--- config.mk ---
export PLATFORM = sky130hd
export DESIGN_NAME = slc3_button_ctrl
export DESIGN_NICKNAME = d
export VERILOG_FILES = /design/src/rtl/slc3_button_ctrl.sv
export SDC_FILE = /design/constraint.sdc
export NUM_CORES = 1
export LEC_CHECK = 0
export BUFFER_PORTS_ARGS = -buffer_cell sky130_fd_sc_hd__buf_2
export CAP_MARGIN = 20
export CELL_PAD_IN_SITES_DETAIL_PLACEMENT = 1
export CELL_PAD_IN_SITES_GLOBAL_PLACEMENT = 2
export CORE_MARGIN = 2
export CORE_UTILIZATION = 36
export DETAILED_ROUTE_END_ITERATION = 10
export GPL_TIMING_DRIVEN = 0
export PLACE_DENSITY = 0.82
export SLEW_MARGIN = 30
export SYNTH_ARGS = -nofsm -noshare
export SYNTH_HDL_FRONTEND = slang
export SYNTH_SLANG_ARGS = --single-unit
--- constraint.sdc ---
create_clock -name Clk -period 1.85 [get_ports Clk]
set_input_delay 0.2775 -clock Clk [delete_from_list [all_inputs] [get_ports Clk]]
set_output_delay 0.2775 -clock Clk [all_outputs]
set_load 0.02 [all_outputs]
--- src/rtl/slc3_button_ctrl.sv ---
// ---------------------------------------------------------------------------
// slc3_button_ctrl
// Front-panel conditioner for the SLC-3 Run/Continue pushbuttons.
//   - Synchronises each raw active-low button through SYNC_STAGES flops.
//   - Debounces each synchronised level (DEBOUNCE_CYCLES stable samples).
//   - Turns a Run+Continue chord into a held system reset (Reset_h). Once
//     asserted, Reset_h stays high for at least RESET_HOLD_CYCLES cycles.
//   - On release of a lone button, emits a one-cycle Run_p / Continue_p.
//     A release that ends a chord never pulses.
//
// Ports:
//   Clk        in   system clock
//   Reset      in   synchronous active-high block reset
//   Run        in   raw Run button, active-low, asynchronous
//   Continue   in   raw Continue button, active-low, asynchronous
//   Reset_h    out  registered system reset to the core, active-high
//   Run_p      out  registered one-cycle Run pulse
//   Continue_p out  registered one-cycle Continue pulse
//   Btn_state  out  [2:0] registered FSM encoding for LED debug
//                   (only exists when SLC3_BTN_STATUS_EN is defined)
//
// Optional build macro: SLC3_BTN_STATUS_EN
// ---------------------------------------------------------------------------
module slc3_button_ctrl #(
    parameter int SYNC_STAGES       = 2,
    parameter int DEBOUNCE_CYCLES   = 16,
    parameter int RESET_HOLD_CYCLES = 4
) (
    input  logic       Clk,
    input  logic       Reset,
    input  logic       Run,
    input  logic       Continue,
`ifdef SLC3_BTN_STATUS_EN
    output logic [2:0] Btn_state,
`endif
    output logic       Reset_h,
    output logic       Run_p,
    output logic       Continue_p
);

    localparam int CW = $clog2(DEBOUNCE_CYCLES + 1);
    localparam int HW = $clog2(RESET_HOLD_CYCLES + 1);

    localparam logic [CW-1:0] DB_LAST  = CW'(DEBOUNCE_CYCLES - 1);
    localparam logic [CW-1:0] CNT_ONE  = CW'(1'b1);
    localparam logic [HW-1:0] HOLD_MAX = HW'(RESET_HOLD_CYCLES);
    localparam logic [HW-1:0] HOLD_ONE = HW'(1'b1);

    typedef enum logic [2:0] {
        S_IDLE      = 3'd0,
        S_RUN_HELD  = 3'd1,
        S_CONT_HELD = 3'd2,
        S_RESET     = 3'd3,
        S_WAIT_REL  = 3'd4
    } state_t;

    // Saturating increment of the reset-hold counter.
    function automatic logic [HW-1:0] hold_inc(input logic [HW-1:0] h);
        if (h == HOLD_MAX) begin
            return h;
        end else begin
            return h + HOLD_ONE;
        end
    endfunction

    // Index 0 is Run, index 1 is Continue.
    logic [1:0]                  btn_raw_s;
    logic [1:0][SYNC_STAGES-1:0] sync_r;
    logic [1:0][CW-1:0]          db_cnt_r;
    logic [1:0]                  stable_r;
    logic                        run_pr_s;
    logic                        cont_pr_s;

    state_t          state_r;
    state_t          state_nxt_s;
    logic [HW-1:0]   hold_r;
    logic [HW-1:0]   hold_nxt_s;
    logic            hold_done_s;
    logic            reset_h_r;
    logic            reset_h_nxt_s;
    logic            run_p_r;
    logic            run_p_nxt_s;
    logic            cont_p_r;
    logic            cont_p_nxt_s;

    assign btn_raw_s   = {Continue, Run};
    assign run_pr_s    = ~stable_r[0];
    assign cont_pr_s   = ~stable_r[1];
    assign hold_done_s = (hold_r == HOLD_MAX);

    // Synchroniser chains and debounce counters for both buttons.
    always_ff @(posedge Clk) begin
        if (Reset) begin
            for (int i = 0; i < 2; i++) begin
                sync_r[i]   <= {SYNC_STAGES{1'b1}};
                db_cnt_r[i] <= {CW{1'b0}};
            end
            stable_r <= 2'b11;
        end else begin
            for (int i = 0; i < 2; i++) begin
                sync_r[i] <= {sync_r[i][SYNC_STAGES-2:0], btn_raw_s[i]};
                // A level is accepted only after DEBOUNCE_CYCLES consecutive
                // samples disagree with the current debounced value.
                if (sync_r[i][SYNC_STAGES-1] == stable_r[i]) begin
                    db_cnt_r[i] <= {CW{1'b0}};
                end else if (db_cnt_r[i] == DB_LAST) begin
                    stable_r[i] <= sync_r[i][SYNC_STAGES-1];
                    db_cnt_r[i] <= {CW{1'b0}};
                end else begin
                    db_cnt_r[i] <= db_cnt_r[i] + CNT_ONE;
                end
            end
        end
    end

    // Next-state and pulse decode of the chord FSM.
    always_comb begin
        state_nxt_s  = state_r;
        run_p_nxt_s  = 1'b0;
        cont_p_nxt_s = 1'b0;
        case (state_r)
            S_IDLE: begin
                if (run_pr_s && cont_pr_s) begin
                    state_nxt_s = S_RESET;
                end else if (run_pr_s) begin
                    state_nxt_s = S_RUN_HELD;
                end else if (cont_pr_s) begin
                    state_nxt_s = S_CONT_HELD;
                end else begin
                    state_nxt_s = S_IDLE;
                end
            end
            S_RUN_HELD: begin
                // The second button wins over a simultaneous release.
                if (cont_pr_s) begin
                    state_nxt_s = S_RESET;
                end else if (!run_pr_s) begin
                    state_nxt_s = S_IDLE;
                    run_p_nxt_s = 1'b1;
                end else begin
                    state_nxt_s = S_RUN_HELD;
                end
            end
            S_CONT_HELD: begin
                if (run_pr_s) begin
                    state_nxt_s = S_RESET;
                end else if (!cont_pr_s) begin
                    state_nxt_s  = S_IDLE;
                    cont_p_nxt_s = 1'b1;
                end else begin
                    state_nxt_s = S_CONT_HELD;
                end
            end
            S_RESET: begin
                if (!run_pr_s || !cont_pr_s) begin
                    state_nxt_s = S_WAIT_REL;
                end else begin
                    state_nxt_s = S_RESET;
                end
            end
            S_WAIT_REL: begin
                if (run_pr_s && cont_pr_s) begin
                    state_nxt_s = S_RESET;
                end else if (!run_pr_s && !cont_pr_s && hold_done_s) begin
                    state_nxt_s = S_IDLE;
                end else begin
                    state_nxt_s = S_WAIT_REL;
                end
            end
            default: begin
                state_nxt_s = S_IDLE;
            end
        endcase
    end

    // Hold counter and Reset_h decode. The counter only runs inside a chord,
    // so it is zero on every fresh entry into S_RESET and keeps counting
    // across a WAIT_REL -> RESET re-press.
    always_comb begin
        if ((state_r == S_RESET) || (state_r == S_WAIT_REL)) begin
            hold_nxt_s = hold_inc(hold_r);
        end else begin
            hold_nxt_s = {HW{1'b0}};
        end

        if (state_nxt_s == S_RESET) begin
            reset_h_nxt_s = 1'b1;
        end else if (state_nxt_s == S_WAIT_REL) begin
            reset_h_nxt_s = (hold_nxt_s != HOLD_MAX);
        end else begin
            reset_h_nxt_s = 1'b0;
        end
    end

    // FSM state, hold counter and registered outputs.
    always_ff @(posedge Clk) begin
        if (Reset) begin
            state_r   <= S_IDLE;
            hold_r    <= {HW{1'b0}};
            reset_h_r <= 1'b0;
            run_p_r   <= 1'b0;
            cont_p_r  <= 1'b0;
        end else begin
            state_r   <= state_nxt_s;
            hold_r    <= hold_nxt_s;
            reset_h_r <= reset_h_nxt_s;
            run_p_r   <= run_p_nxt_s;
            cont_p_r  <= cont_p_nxt_s;
        end
    end

    assign Reset_h    = reset_h_r;
    assign Run_p      = run_p_r;
    assign Continue_p = cont_p_r;
`ifdef SLC3_BTN_STATUS_EN
    assign Btn_state  = state_r;
`endif

endmodule
# ---- Word level (Yosys, flattened, before mapping)
# Index checks and enable logic that the tools add are counted.
dict set report word_totals {
  register_bits 25
  inputBits 4
  output_inout_bits 3
}
dict set report classes {
  n_reduce_logical 12
  n_eq_ne 12
  bitwise_logic 6
  mux 16
  n_addsub 3
}
# operator n
set op_table {}
lappend op_table {{3-bit 2-to-1 mux} 6}
lappend op_table {{3-bit case mux with 5 select lines} 1}
lappend op_table {{3-bit OR reduction} 4}
lappend op_table {{5-bit by 1-bit adder with 5-bit output, second input constant} 2}
lappend op_table {{5-bit by 4-bit == test with 1-bit output, second input constant} 2}
lappend op_table {{3-bit by 2-bit == test with 1-bit output, second input constant} 3}
lappend op_table {{3-bit == test, second input constant} 3}
lappend op_table {{2-bit 2-to-1 mux} 4}
lappend op_table {{1-bit NOT} 6}
lappend op_table {{1-bit 2-to-1 mux} 5}
lappend op_table {{2-bit AND reduction} 2}
lappend op_table {{3-bit by 1-bit adder with 3-bit output, second input constant} 1}
lappend op_table {{3-bit by 1-bit == test with 1-bit output, second input constant} 1}
lappend op_table {{1-bit logical AND} 3}
lappend op_table {{3-bit zero test} 1}
lappend op_table {{3-bit inequality test, second input constant} 1}
lappend op_table {{1-bit == test} 2}
lappend op_table {{1-bit logical OR} 2}

# ---- Depth between registers and ports, before layout
dict set report depth {
  depth_word 8
  mapped_depth 6
}

# ---- Worst setup path before layout
# No wires, ideal clock.
dict set report synth_path {
  path_kind {register -> register}
  startpoint {register db_cnt_r[0] (netlist name)}
  endpoint {register db_cnt_r[2] (netlist name)}
  setup_time_ns 0.065
  n_path_buf 0
  t_required_ns 1.785
  path_stages_with_launch 6
  period_less_slack_ns 1.467
  slack_ns 0.383
  arrival_time_ns 1.403
  path_cell_list {dfxtp_1 ha_1 and3_1 ha_1 or3_1 nor2_1}
}
dict set report synth_between {
  elab_chain_len 2
  elab_cells_between_ends 3
  classes_between {1 x add/sub; 1 x eq/ne; 1 x reduce/logical}
}
# element line
set synth_lines {}
lappend synth_lines {{start, declared} 69} ;# logic [1:0][CW-1:0] db_cnt_r;
lappend synth_lines {{start signal, assigned by index} 96} ;# db_cnt_r[i] <= {CW{1'b0}};
lappend synth_lines {{start signal, assigned by index} 105} ;# db_cnt_r[i] <= {CW{1'b0}};
lappend synth_lines {{start signal, assigned by index} 108} ;# db_cnt_r[i] <= {CW{1'b0}};
lappend synth_lines {{parallel branches: the longest is 2 deep, another holds 5-bit by 1-bit adder with 5-bit output} -}
# Parallel ways; which one is timed is not known.
# A chain may end at the register's enable or synchronous reset.

# ---- Final worst setup path
# Same ends and word-level chain as after synthesis.

==> results.md <==
* Status: finished, final reports clean
* CP Data Arrival Time at between 1500 and 2000 ps
* Final Setup Violations at 0
* Tightest Pin Transition at 442.7 ps
* Net Sw Frac at 0.2115
* TritonCTS buffer count at 3
* Hold bufs inserted after CTS at 0
* Top cell type's share of synthesized area at 0.4878
* CP Launch Type: flop
* Initial drt markers at 5
* Critical Path Slowest Stage Cell: or3_1
* First-pass GRT wire length at 3.042 mm
* Die H at between 50 and 60 um
* CTS Buffer Depth at 2
* Syn Nets at 117
* # IOs at 7
* H-Tree Depth at 1
* Via count at around 740
* Synth-to-layout area growth at 9.391%
* Total power divided by cell area at roughly 710 nW/um2
* RSZ-0062 raised after global routing: false
* Gate power share at 0.022
* CP cell instances: ha_1 > and3_1 > ha_1 > or3_1 > nor2_1
* CP endpoint kind: flop
* # diodes at 0
* R2r startpoint: db_cnt_r[0]
* Reg2Reg Setup Slack at ~240 ps
* Hold Slack at around 140 ps
* Synth Flop Type: dfxtp_1
* Critical Path End: db_cnt_r[2]
* Fin nets at 128
* Syn avg cell area at about 9.6 um2
* Crit path kind: reg2reg
* Layout cells sized above 1 at 0.1538
* Most common cell in the synthesized netlist: dfxtp_1
* DR vias/cell at ~5.0
* IO buf count at 6
* Antenna-violating nets left at 0
* Peak fanout along the critical path at 5
* Setup TNS at 0 ps
* Max Fclk at ~620 MHz
* Die width at 57.39 um
* Die ar. at between 3000 and 4000 um2
* CP Data Required Time at 2120 ps
* Register cell area after layout at 500.5 um2
* Reg clk slew, reported paths at roughly 140 ps
* Largest net degree at the start of global routing at 15
* Max-cap violations at 0
* Dpl hpwl at ~1.3 mm
* Mapped Cells at around 110
* Clock group share of total power at 0.297
* Overflow after GRT at 0
* Iteration count of the initial detailed-routing pass at 2
* Drt total wl at 1.780 mm
* Residual DRC count at 0
* Leakage power figure at 0.4411 nW
* Mean routed wirelength per cell at about 12 um
* Max_slew headroom at 0.7049
* Final hold vios at 0
* CTS Sinks at 25
* Vias in the first global route at between 700 and 800
* Netlist Area Pre-Place at approximately 1000 um2
* Filler Cells Inserted at 310
* Layout Skew at between 10 and 15 ps
* Crit path time final at approximately 1600 ps
* Crit-path most repeated cell: ha_1
* FFs w/ async S/R, synth at 0
* Switching power total at 0.1695 mW
* Synth top cells by count: dfxtp_1 (25), nor2_1 (15), inv_1 (7), ha_1 (6)
* Area of the multi-input gates at around 480 um2
* Worst Path Buf+Inv at 0
* Area leader, netlist: dfxtp_1
* Synth Register Bits at 25
* Core area at roughly 2700 um2
* Post-CTS Setup Repair Bufs at 0
* Tcrit/Tclk final at 0.8680
* Clock Tree Root: clkbuf_4
* Netlist cell types at 32
* Skew-Pair Late Insertion Delay at 320 ps
* # rows at 19
* Yosys synthesis warning count at 0
* VDD IR max at about 0.00041 V
* Initial Utilization at 0.3753
* Initial antenna violation count at 0
* Worst path depth at 5
* CTS tree: yes
* Max incr delay on CP at between 400 and 500 ps
* Post_cts resized at 0
* HP Class: in2reg
* Total internal power at between 0.6 and 0.7 mW
* Launch point of the worst path: db_cnt_r[0]
* Dominant cells by area after synthesis: dfxtp_1 (49%), ha_1 (7.3%), nor2_1 (5.5%)
* Reg2Reg Depth at 5
* Max-slew violations at 0
* Critical R2R Capture: db_cnt_r[2]
* Seq/Total Area, Yosys at 0.4878
* Number of synthesized flops with an enable pin at 0
* Cell family with most CP delay: simple AND/OR/NAND/NOR gates
* Seq pwr share at 0.682
* GPL Wtd Cong at a little over 0.7
* GRT Resource Usage Total at 0.1193
through the flow:
stage	cell area (um2)	setup slack, ps	total power, mW	util	cells
after floorplan	1026	382.6	0.5674	-	107
after global placement	1095	295.5	0.5745	0.4005	144
after detailed placement	1095	251.4	0.5759	0.4005	144
after CTS	1122	219.5	0.8094	0.4105	148
after global routing	1122	112.8	0.8359	0.4105	148
final	1122	244.2	0.8017	0.4105	148
area by class of cell:
| type | instances | area share |
|---|---|---|
| multi-input cells | 72 | 0.4270 |
| clock inverters | 1 | 0.004459 |
| plain buffers | 3 | 0.01784 |
| repair buffers | 6 | 0.02676 |
| inverters | 7 | 0.02341 |
| well taps | 31 | 0.03456 |
| flip-flops and latches | 25 | 0.4459 |
| clock buffers | 3 | 0.02007 |
per-layer routing:
layer  part of all wire  global-route usage
met3              0.028             0.02494
met2               0.49              0.2192
met1               0.45              0.1201
met4              0.031             0.07641
met5                  0                   0
state kept, by name (all words and copies together), names as in the netlist:
| register | cells |
|---|---|
| Continue_p | 1 |
| db_cnt_r | 10 |
| Reset_h | 1 |
| sync_r | 4 |
| stable_r | 2 |
| Run_p | 1 |
| state_r | 3 |
| hold_r | 3 |
cell usage in the layout, fill, tap and decap left out, types with 3 or more instances in the layout:
cell type	count
dfxtp_1	25
nor2_1	15
inv_1	7
buf_2	7
ha_1	6
a21oi_1	5
xnor2_1	5
nand2_1	4
or2_2	4
or3_1	3
clkbuf_4	3
worst reg2reg max path, stage by stage, from the launching register on:
cell,delay [ps]
dfxtp_1,350
ha_1,220
and3_1,190
ha_1,200
or3_1,460
nor2_1,140
worst min path at each step:
stage	endpoint	startpoint	slack, ps	cells past startpoint
floorplan	stable_r[1]	Reset	380	1
global placement	sync_r[1]	sync_r[0]	390	1
detailed placement	sync_r[1]	sync_r[0]	400	1
CTS	sync_r[0]	Run	140	2
global route	sync_r[2]	Continue	130	2
finish	sync_r[0]	Run	140	2
cell families (layout without fill, tap and decap cells):
group	after synthesis	after routing	share of synthesized area
and+or+nand+nor	43	43	0.2232
AOI/OAI and AO/OA	16	16	0.1110
adders and majority gates	6	6	0.07317
xor gates and xnor gates	7	7	0.05976
DFF	25	25	0.4878
buffers and inverters	10	20	0.04512
power by group through the flow:
stage / Clock (mW) / Combinational [mW] / Sequential [mW]
after floorplan: 0 / 0.00970 / 0.558
after global placement: 0 / 0.0165 / 0.558
after detailed placement: 0 / 0.0175 / 0.558
after CTS: 0.245 / 0.0176 / 0.547
after global routing: 0.269 / 0.0195 / 0.548
final: 0.238 / 0.0173 / 0.546
(Power assumes the default switching activity.)
